==> config.mk <==
export PLATFORM = sky130hd
export DESIGN_NAME = instruction_fetch
export DESIGN_NICKNAME = d
export VERILOG_FILES = /design/src/rtl/instruction_fetch.sv
export SDC_FILE = /design/constraint.sdc
export NUM_CORES = 1
export LEC_CHECK = 0
export ABC_AREA = 1
export CORE_MARGIN = 8
export CORE_UTILIZATION = 30
export DETAILED_ROUTE_END_ITERATION = 7
export PLACE_DENSITY = 0.64
export SLEW_MARGIN = 20
export SYNTH_ARGS = -nofsm -noshare
export SYNTH_HDL_FRONTEND = slang
export SYNTH_SLANG_ARGS = --single-unit
==> constraint.sdc <==
create_clock -name clk -period 1.9 [get_ports clk]
set_input_delay 0.38 -clock clk [delete_from_list [all_inputs] [get_ports clk]]
set_output_delay 0.38 -clock clk [all_outputs]
set_load 0.02 [all_outputs]
==> src/rtl/instruction_fetch.sv <==
// rtl/instruction_fetch.sv - instruction ROM bus master holding the PC and feeding decode
// Runs FETCH -> CAPTURE -> VALID per word and halts on ebreak or a misaligned PC.
module instruction_fetch #(
  parameter logic [31:0] RESET_PC       = 32'h0000_0000,
  parameter bit          HALT_ON_EBREAK = 1'b1
) (
  input  logic        clk,
  input  logic        rst_n,
  output logic [31:0] bus_addr,
  output logic        bus_rw,
  output logic [1:0]  bus_size,
  input  logic [31:0] bus_data,
  output logic        inst_valid,
  input  logic        inst_ready,
  output logic [31:0] inst,
  output logic [31:0] inst_pc,
  input  logic        redirect_valid,
  input  logic [31:0] redirect_pc,
  output logic        halted,
  output logic        fault
);

  localparam logic [31:0] EBREAK_WORD = 32'h0010_0073;
  localparam logic [31:0] NOP_WORD    = 32'h0000_0013;
  localparam logic [1:0]  SIZE_WORD   = 2'b11;
  localparam logic [1:0]  SIZE_IDLE   = 2'b00;

  typedef enum logic [2:0] {
    S_FETCH,
    S_CAPTURE,
    S_VALID,
    S_HALTED,
    S_FAULT
  } state_t;

  state_t      r_state;
  logic [31:0] r_pc;
  logic [31:0] r_inst;
  logic [31:0] r_inst_pc;
  logic        r_inst_valid;
  logic        r_halted;
  logic        r_fault;

  state_t      w_next_state;
  logic [31:0] w_next_pc;
  logic [31:0] w_next_inst;
  logic [31:0] w_next_inst_pc;
  logic        w_next_inst_valid;
  logic        w_next_halted;
  logic        w_next_fault;
  logic        w_misaligned;
  logic        w_transfer;
  logic        w_is_ebreak;
  logic        w_bus_active;

  assign w_misaligned = (r_pc[1:0] != 2'b00);
  // A redirect voids any handshake that happens in the same cycle.
  assign w_transfer   = r_inst_valid & inst_ready & ~redirect_valid;
  assign w_is_ebreak  = (r_inst == EBREAK_WORD) && HALT_ON_EBREAK;

  always_comb begin
    w_next_state      = r_state;
    w_next_pc         = r_pc;
    w_next_inst       = r_inst;
    w_next_inst_pc    = r_inst_pc;
    w_next_inst_valid = r_inst_valid;
    w_next_halted     = r_halted;
    w_next_fault      = r_fault;

    case (r_state)
      S_FETCH: begin
        if (redirect_valid) begin
          w_next_pc    = redirect_pc;
          w_next_state = S_FETCH;
        end else if (w_misaligned) begin
          w_next_fault = 1'b1;
          w_next_state = S_FAULT;
        end else begin
          w_next_state = S_CAPTURE;
        end
      end

      S_CAPTURE: begin
        if (redirect_valid) begin
          w_next_pc    = redirect_pc;
          w_next_state = S_FETCH;
        end else begin
          w_next_inst       = bus_data;
          w_next_inst_pc    = r_pc;
          w_next_pc         = r_pc + 32'd4;
          w_next_inst_valid = 1'b1;
          w_next_state      = S_VALID;
        end
      end

      S_VALID: begin
        if (redirect_valid) begin
          w_next_pc         = redirect_pc;
          w_next_inst_valid = 1'b0;
          w_next_state      = S_FETCH;
        end else if (w_transfer) begin
          w_next_inst_valid = 1'b0;
          if (w_is_ebreak) begin
            w_next_halted = 1'b1;
            w_next_state  = S_HALTED;
          end else begin
            w_next_state = S_FETCH;
          end
        end
      end

      S_HALTED: begin
        w_next_inst_valid = 1'b0;
        w_next_state      = S_HALTED;
      end

      S_FAULT: begin
        w_next_inst_valid = 1'b0;
        w_next_state      = S_FAULT;
      end

      default: begin
        w_next_inst_valid = 1'b0;
        w_next_state      = S_FETCH;
      end
    endcase
  end

  always_ff @(posedge clk or negedge rst_n) begin
    if (!rst_n) begin
      r_state      <= S_FETCH;
      r_pc         <= RESET_PC;
      r_inst       <= NOP_WORD;
      r_inst_pc    <= 32'h0000_0000;
      r_inst_valid <= 1'b0;
      r_halted     <= 1'b0;
      r_fault      <= 1'b0;
    end else begin
      r_state      <= w_next_state;
      r_pc         <= w_next_pc;
      r_inst       <= w_next_inst;
      r_inst_pc    <= w_next_inst_pc;
      r_inst_valid <= w_next_inst_valid;
      r_halted     <= w_next_halted;
      r_fault      <= w_next_fault;
    end
  end

  // Reset gates the bus so no slave sees a read while rst_n is held low.
  assign w_bus_active = rst_n &&
                        (((r_state == S_FETCH) && !w_misaligned) || (r_state == S_CAPTURE));

  assign bus_addr   = r_pc;
  assign bus_rw     = 1'b0;
  assign bus_size   = w_bus_active ? SIZE_WORD : SIZE_IDLE;
  assign inst_valid = r_inst_valid;
  assign inst       = r_inst;
  assign inst_pc    = r_inst_pc;
  assign halted     = r_halted;
  assign fault      = r_fault;

endmodule

# After elaboration in Yosys (flattened, before gate mapping)
# Cells that the tools add are included.
[classes]
n_addsub = 1
n_eq_ne = 8
muxes = 15
bitwise_logic = 4
n_reduce_logical = 13
[ops]
columns = ["op", "count"]
rows = [
  ["2-to-1 mux 32 bit", 2],
  ["case mux 32 bit (2 select lines)", 1],
  ["adder 32 x 3 -> 32 bit, second input constant", 1],
  ["== test 32 x 21 -> 1 bit, second input constant", 1],
  ["case mux 3 bit (5 select lines)", 1],
  ["2-to-1 mux 3 bit", 4],
  ["== test 3 x 2 -> 1 bit, second input constant", 2],
  ["2-to-1 mux 2 bit", 3],
  ["AND reduction 3 bit", 2],
  ["AND reduction 2 bit", 2],
  ["AND reduction 4 bit", 1],
  ["nonzero test 2 bit", 2],
  ["== test 3 x 1 -> 1 bit, second input constant", 1],
  ["== test 3 bit, second input constant", 1],
  ["logical NOT 3 bit", 1],
  ["2-to-1 mux 1 bit", 3],
  ["!= test 3 bit, second input constant", 1],
  ["case mux 1 bit (3 select lines)", 1],
  ["AND 1 bit", 2],
  ["logical AND 1 bit", 2],
  ["!= test 2 x 1 -> 1 bit, second input constant", 1],
  ["!= test 2 bit, second input constant", 1],
  ["NOT 1 bit", 2],
  ["OR reduction 2 bit", 1],
  ["other kinds (2)", 2],
]
[word_totals]
reg_bits = 102
in_bits = 68
output_inout_bits = 102
elab_cells = 48

# Logic depth before layout (Yosys ltp)
# Gate-level depths: netlist of the first run.
[logic_depth]
depth_word = 6
ltp_mapped = 10
depth_no_buf = 10

# Worst setup path before layout of the first run
# OpenSTA, ideal clock, no wires.
[synth_path]
path_kind = "flip-flop to output port"
start = "reg r_state[2]"
end = "out bus_size[0]"
t_arrival_ps = 1274
t_required_ps = 1520
setup_slack_ps = 246
stages_incl_launch_ff = 7
n_path_buf = 1
path_cell_list = "dfrtp_1 -> nor2_1 -> inv_1 -> nor2_1 -> nand2_1 -> a21boi_0 -> buf_4"
[synth_between]
elab_chain_cells = 5
word_cells_on_any_way = 6
classes_between = "eq/ne (1); mux (1); reduce/logical (4)"
[synth_lines]
columns = ["element", "line_no", "text"]
rows = [
  ["start, declared", "36", "state_t r_state;"],
  ["start signal, assigned", "139", "r_state <= w_next_state;"],
  ["logical NOT 3 bit", "151", "(((r_state == S_FETCH) && !w_misaligned) || (r_state == S_CAPTURE));"],
  ["logical AND 1 bit", "151", ""],
  ["logical OR 1 bit *", "151", ""],
  ["logical AND 1 bit *", "150", "assign w_bus_active = rst_n &&"],
  ["via w_bus_active", "54", "logic w_bus_active;"],
  ["2-to-1 mux 2 bit *", "155", "assign bus_size = w_bus_active ? SIZE_WORD : SIZE_IDLE;"],
  ["end, declared", "11", "output logic [1:0] bus_size,"],
]
# The timed path passes the listed nets; every way through them passes the cells marked *.

# Final worst setup path of the first run
[layout_path]
start = "reg r_state[2]"
end = "out bus_size[0]"
[layout_between]
elab_chain_cells = 5
word_cells_on_any_way = 6
classes_between = "eq/ne (1); mux (1); reduce/logical (4)"
[layout_lines]
columns = ["element", "line_no"]
rows = [
  ["logical NOT 3 bit", "151"],
  ["logical AND 1 bit", "151"],
  ["logical OR 1 bit *", "151"],
  ["logical AND 1 bit *", "150"],
  ["2-to-1 mux 2 bit *", "155"],
]
# Mark *: on every way between the ends. The rest lies on a longest branch, timed or not.

==> impl_metrics.tcl, run 1 <==
set metrics [dict create \
    antennaDiodeCount 0 \
    cap_violations 0 \
    critPathKind "flip-flop to output pin" \
    grtUsageTotal_pct 15.8 \
    worst_pin_slew_ns 0.558 \
    numClockSinks 102 \
    dieArea_sq_um 21700 \
    clock.fmax_mhz 538 \
    antenna_found_initial 0 \
    synth_seq_cells 102 \
    h-tree-depth 3 \
    gp_congestion 0.829 \
    total_power_mw 9.86 \
    cpPeakStageDelay_ns 0.39 \
    synth_cell_type_count 33 \
    clock_skew_ns 0.00605 \
    rsz0062_at_grt "yes" \
    final_util_pct 44.6 \
    finalHoldViolations 0 \
    synth_nets 780 \
    numPortBuffers 168 \
    period_share_pct 97.9 \
    area_delta_synth_final_pct 47.2 \
    min_path_type "input port to asynchronous set/reset pin" \
    antenna_left 0 \
    vias 5096 \
    ys_seq_area_share_pct 49.4 \
    core_sq_um 17100 \
    startpoint_type "flip-flop" \
    fin_setup_tns_ns 0 \
    ys_warn_count 0 \
    timing.final.crit_period_ns 1.86 \
    cp_max_fo 2 \
    clockBufferDepth 2 \
    cts_made_buffers 9 \
    gr-total-overflow 0 \
    worst_setup_path_end_kind "output pin" \
    peakVddDrop_mv 0.526 \
    placed_cell_area_sq_um 7280 \
    final_area_sq_um 7610 \
    top_usage_layer "met2" \
    arrival_ns 1.48 \
    post-cts-setup-buffers 0 \
    synth_cells 711 \
    reg2reg_depth 10 \
    initial_core_util_pct 30.3 \
    path_cells "nor2_2 -> inv_2 -> nor2_4 -> nand2_2 -> a21boi_2 -> buf_4" \
    use_met2_pct 25.1 \
    clock_latency_ns 0.34 \
    slew_headroom_pct 62.8 \
    drtIter0Drc 309 \
    drv_slew 0 \
    cts_tree "built" \
    grt_pass1_vias 5005 \
    wl_per_cell_um 15.3 \
    drt-total-wl_um 17200 \
    ios 170 \
    slowest_stage "dfrtp_1" \
    die_y_um 147 \
    use_met3_pct 5.04 \
    r2r_end "bus_addr[8]" \
    required_ns 1.52 \
    grt_pass1_wl_um 27400 \
    critPathTopFamily "flip-flops" \
    setup_violations 0 \
    clk_pin_slew_worst_paths_ns 0.07 \
    status "completed" \
    power_density_nw_per_um2 1300 \
    viasPerCell 4.55 \
    layout.nets 959 \
    fillers 1732 \
    dpl.hpwl_um 13100 \
    synth.cell_area_sq_um 5170 \
    rr_startpoint "r_state[2]" \
    r2r_slack_ns 0.16 \
    syn_avg_cell_area_sq_um 7.28 \
    die_width_um 147 \
    grt_max_degree 103 \
    drive_above_1_share_pct 7.60 \
    cts-root-buf "clkbuf_16" \
    drt-pass1-iter-count 5 \
    num_rows 48 \
    critPathBufInv 2 \
    power.leakage_nw 3.65 \
    grt_util_met1_pct 20.7 \
    drc 0 \
]
-- cell families after synthesis --
logic type               share of synthesized area (%)
AO/OA/AOI/OAI                                     9.63
flip-flops                                        49.4
AND/OR/NAND/NOR                                   32.7
buffers and inverters                             7.79
adder cells (fa/ha/maj)                          0.242
other                                           0.0725
XOR/XNOR                                         0.169
-- metrics by stage --
step | hold WS, ns | instances | setup WS (ns)
finish | 0.126 | 1120 | 0.0403
global route | 0.167 | 1120 | -0.0528
CTS | 0.147 | 1120 | 0.0000399
detailed placement | 0.457 | 1104 | -0.217
global placement | 0.448 | 1104 | -0.168
floorplan | 0.0844 | 711 | 0.246
-- how the worst max path moves through the flow --
| stage | startpoint | end | cells after the start |
|---|---|---|---|
| floorplan | r_state[2] | bus_size[0] | 6 |
| global placement | r_state[0] | bus_size[1] | 6 |
| detailed placement | r_state[0] | bus_size[1] | 6 |
| CTS | bus_addr[17] | bus_addr[17] | 1 |
| global route | r_state[2] | bus_size[0] | 6 |
| finish | r_state[2] | bus_size[0] | 6 |
-- worst register-to-register path, cell delays in order (launching register included) --
cell and delay (ns):
dfrtp_1 0.39, buf_4 0.14, nor2_2 0.13, nand2_2 0.07, buf_4 0.15, nand2_1 0.17, buf_12 0.21, o21ai_1 0.12
o21ai_1 0.13, inv_1 0.05, a21oi_1 0.12
-- placed cells by master (no fill, tap or decap), drive strengths merged, types with 5 or more instances in the layout --
cell type      count
nand3             41
or2                6
clkbuf            11
dlymetal6s2s      10
inv               67
nor2              74
clkdlybuf4s50    152
a21oi             13
nand4              5
o21ai             71
buf               31
nand2            284
dfrtp             99
-- cell usage after synthesis --
| cell type | count | area share (%) |
|---|---|---|
| nand2_1 | 279 | 20 |
| dfrtp_1 | 99 | 48 |
| nor2_1 | 69 | 5.0 |
| inv_1 | 65 | 4.7 |
| o21ai_0 | 48 | 4.6 |
| nand3_1 | 41 | 4.0 |
| o21ai_1 | 23 | 2.2 |
| buf_2 | 16 | 1.5 |
| a21oi_1 | 13 | 1.3 |
| clkbuf_1 | 6 | 0.44 |
| buf_4 | 5 | 0.73 |
| nand2_2 | 5 | 0.60 |
| nand4_1 | 5 | 0.60 |
| nor3_1 | 4 | 0.39 |
| or2_0 | 4 | 0.48 |
| dfstp_2 | 3 | 1.5 |
| nor2_4 | 3 | 0.65 |
| o21bai_1 | 3 | 0.44 |
| o22ai_1 | 3 | 0.36 |
| a22oi_1 | 2 | 0.29 |
| inv_2 | 2 | 0.15 |
| nor2_2 | 2 | 0.24 |
| a21boi_0 | 1 | 0.15 |
| a31oi_1 | 1 | 0.12 |
| and2_1 | 1 | 0.12 |
| buf_6 | 1 | 0.22 |
| conb_1 | 1 | 0.072 |
| ha_1 | 1 | 0.24 |
| nor3b_1 | 1 | 0.15 |
| o211ai_1 | 1 | 0.15 |
| or2_1 | 1 | 0.12 |
| or2_2 | 1 | 0.12 |
| xnor2_1 | 1 | 0.17 |
-- routing by layer --
metal	vias up	part of all wire, %
met4	0	0.72
met5	-	0
met2	155	47
met1	2351	45
met3	7	7.3
li1	2583	-
-- state kept, by name, summed over array words and instances, names as in the netlist --
signal      cells
r_state         3
bus_addr       32
fault           1
halted          1
inst_valid      1
inst_pc        32
inst           32
-- final cells by class --
type	instances	area [sq um]	area share, %
Clock buffer	11	243	3.19
Clock inverter	5	58.8	0.772
Inverter	67	251	3.30
Multi-Input combinational cell	514	2240	29.4
Sequential cell	102	2560	33.6
Tap cell	225	282	3.70
Timing Repair Buffer	196	1980	26.1
-- report_power, final --
| part | leakage, nW | switching, mW | internal [mW] | total (mW) |
|---|---|---|---|---|
| Combinational | 2.28 | 2.50 | 1.93 | 4.43 |
| Clock | 0.142 | 0.832 | 1.06 | 1.89 |
| Sequential | 1.23 | 0.707 | 2.84 | 3.54 |
-- repair_timing --
item	CTS	global route
pin swaps	0	3
endpoints found under the hold margin	0	0
setup endpoints to repair	5	12
hold buffers	0	0
resized for setup	13	18
No activity file was read; power rests on OpenSTA's default activity.
==> inputs of run 2 (changes only) <==
- CAP_MARGIN: unset -> 40
- MAX_ROUTING_LAYER: unset -> met4
- PLACE_DENSITY: 0.64 -> 0.59
==> run 2 against run 1 <==
Combinational power is 1% lower. Global-route usage is 0.75 points higher. Sequential cell count stayed put. Critical path type unchanged. Highest routed layer unchanged.
==> impl_metrics.tcl, run 2 (synthesized netlist as in run 1, its figures left out) <==
set metrics [dict create \
    status "completed" \
    drv_slew 0 \
    cap_violations 0 \
    clk_pin_slew_worst_paths_ns 0.08 \
    grt_pass1_vias 5082 \
    power.leakage_nw 3.69 \
    grt_pass1_wl_um 27800 \
    drt-pass1-iter-count 5 \
    cts_hold_buf 0 \
    cts-root-buf "clkbuf_16" \
    arrival_ns 1.48 \
    core_sq_um 17100 \
    grtUsageTotal_pct 16.6 \
    viasPerCell 4.57 \
    path_cells "clkdlybuf4s50_1" \
    initial_core_util_pct 30.3 \
    cp_max_fo 6 \
    worst_pin_slew_ns 0.563 \
    cpPeakStageDelay_ns 0.65 \
    die_width_um 147 \
    clockBufferDepth 2 \
    num_rows 48 \
    die_y_um 147 \
    clock.fmax_mhz 537 \
    slew_headroom_pct 62.5 \
    final_cells 1123 \
    antenna_found_initial 0 \
    setup_slack_ns 0.0363 \
    worst_setup_path_end_kind "output pin" \
    gr-total-overflow 0 \
    critPathTopFamily "buffers and inverters" \
    cts_tree "built" \
    gp_congestion 0.865 \
    timing.final.crit_period_ns 1.86 \
    dpl.hpwl_um 13100 \
    finalHoldViolations 0 \
    setup_violations 0 \
    clock_skew_ns 0.00832 \
    period_share_pct 98.1 \
    grt_max_degree 103 \
    dp_cells 1105 \
    startpoint_type "flip-flop" \
    drtIter0Drc 317 \
    wl_per_cell_um 15.4 \
    dieArea_sq_um 21700 \
    final_cell_mix "nand2_1 (279), clkdlybuf4s50_1 (148), dfrtp_1 (99)" \
    antenna_left 0 \
    r2r_slack_ns 0.20 \
    peakVddDrop_mv 0.590 \
    critPathKind "flip-flop to output pin" \
    place_ws_ns -0.224 \
    h-tree-depth 3 \
    required_ns 1.52 \
    critPathBufInv 1 \
    cts_made_buffers 9 \
    rsz0062_at_grt "yes" \
    layout.nets 962 \
    drc 0 \
    slowest_stage "clkdlybuf4s50_1" \
    area_delta_synth_final_pct 48.0 \
    clock_latency_ns 0.35 \
    drt-total-wl_um 17300 \
    power_density_nw_per_um2 1300 \
    ios 170 \
    mostFrequentLayoutCell "nand2_1" \
    numPortBuffers 168 \
    min_path_type "input port to asynchronous set/reset pin" \
    vias 5128 \
    antennaDiodeCount 0 \
    numClockSinks 102 \
    drive_above_1_share_pct 7.68 \
]
## run 2: cell types whose count changed in the layout (fill, tap and decap cells not counted), sizes merged
cell           before  now
buf                31   34
clkbuf             11   10
clkinvlp            2    0
bufinv              1    2
inv                67   70
clkinv              2    1
clkdlybuf4s50     152  148
dlygate4sd2         3    7
## run 2: report_power, final
group	total, mW	internal [mW]	switching (mW)
clock network	2.06	1.17	0.895
registers	3.54	2.83	0.702
logic	4.38	1.90	2.47
total	9.98	5.91	4.07
## run 2: worst paths after layout
kind | start | end | cells past startpoint
max | bus_addr[21] | bus_addr[21] | 1
min | rst_n | inst[14] | 2
max reg2reg | bus_addr[2] | bus_addr[28] | 10
min reg2reg | fault | fault | 2
max in group asynchronous | rst_n | bus_addr[13] | 2
min in group clk | fault | fault | 2
## run 2: stage by stage
| stage | utilization (%) | hold slack, ns | area (sq um) | total power [mW] | setup TNS (ns) |
|---|---|---|---|---|---|
| 5_1_grt | 44.9 | 0.156 | 7660 | 10.7 | -0.117 |
| 6_report | 44.9 | 0.109 | 7660 | 9.98 | 0 |
| 4_1_cts | 44.6 | 0.134 | 7610 | 10.1 | 0 |
| 2_1_floorplan | - | 0.0844 | 5170 | 5.69 | 0 |
| 3_3_place_gp | 42.8 | 0.452 | 7300 | 8.02 | -0.304 |
| 3_5_place_dp | 42.8 | 0.456 | 7300 | 8.05 | -0.444 |
## run 2: final cells by class
| class | instances | area, sq um |
|---|---|---|
| sequential | 102 | 2560 |
| clock inverter | 6 | 91.3 |
| tap | 225 | 282 |
| timing repair buffer | 199 | 2020 |
| fill | 1758 | 9400 |
| clock buffer | 10 | 229 |
| inverter | 67 | 251 |
| multi-input combinational | 514 | 2230 |
## run 2: routing by layer
layer / GRT usage [%] / vias up / share of wire (%)
li1: - / 2591 / -
met1: 21.4 / 2366 / 47
met2: 25.0 / 153 / 45
met3: 4.98 / 18 / 7.1
met4: 4.28 / 0 / 1.3
met5: - / - / 0
## run 2: what timing repair did
| item | in CTS | in global routing |
|---|---|---|
| pin swaps | 0 | 2 |
| setup buffers | 0 | 2 |
| endpoints found under the setup margin | 9 | 12 |
| gates resized for setup | 22 | 13 |
==> inputs of run 3 (changes only) <==
- SKIP_LAST_GASP: unset -> 1
==> results of run 3 <==
Same layout as run 2: the final DEF is identical, and so are final timing and power.
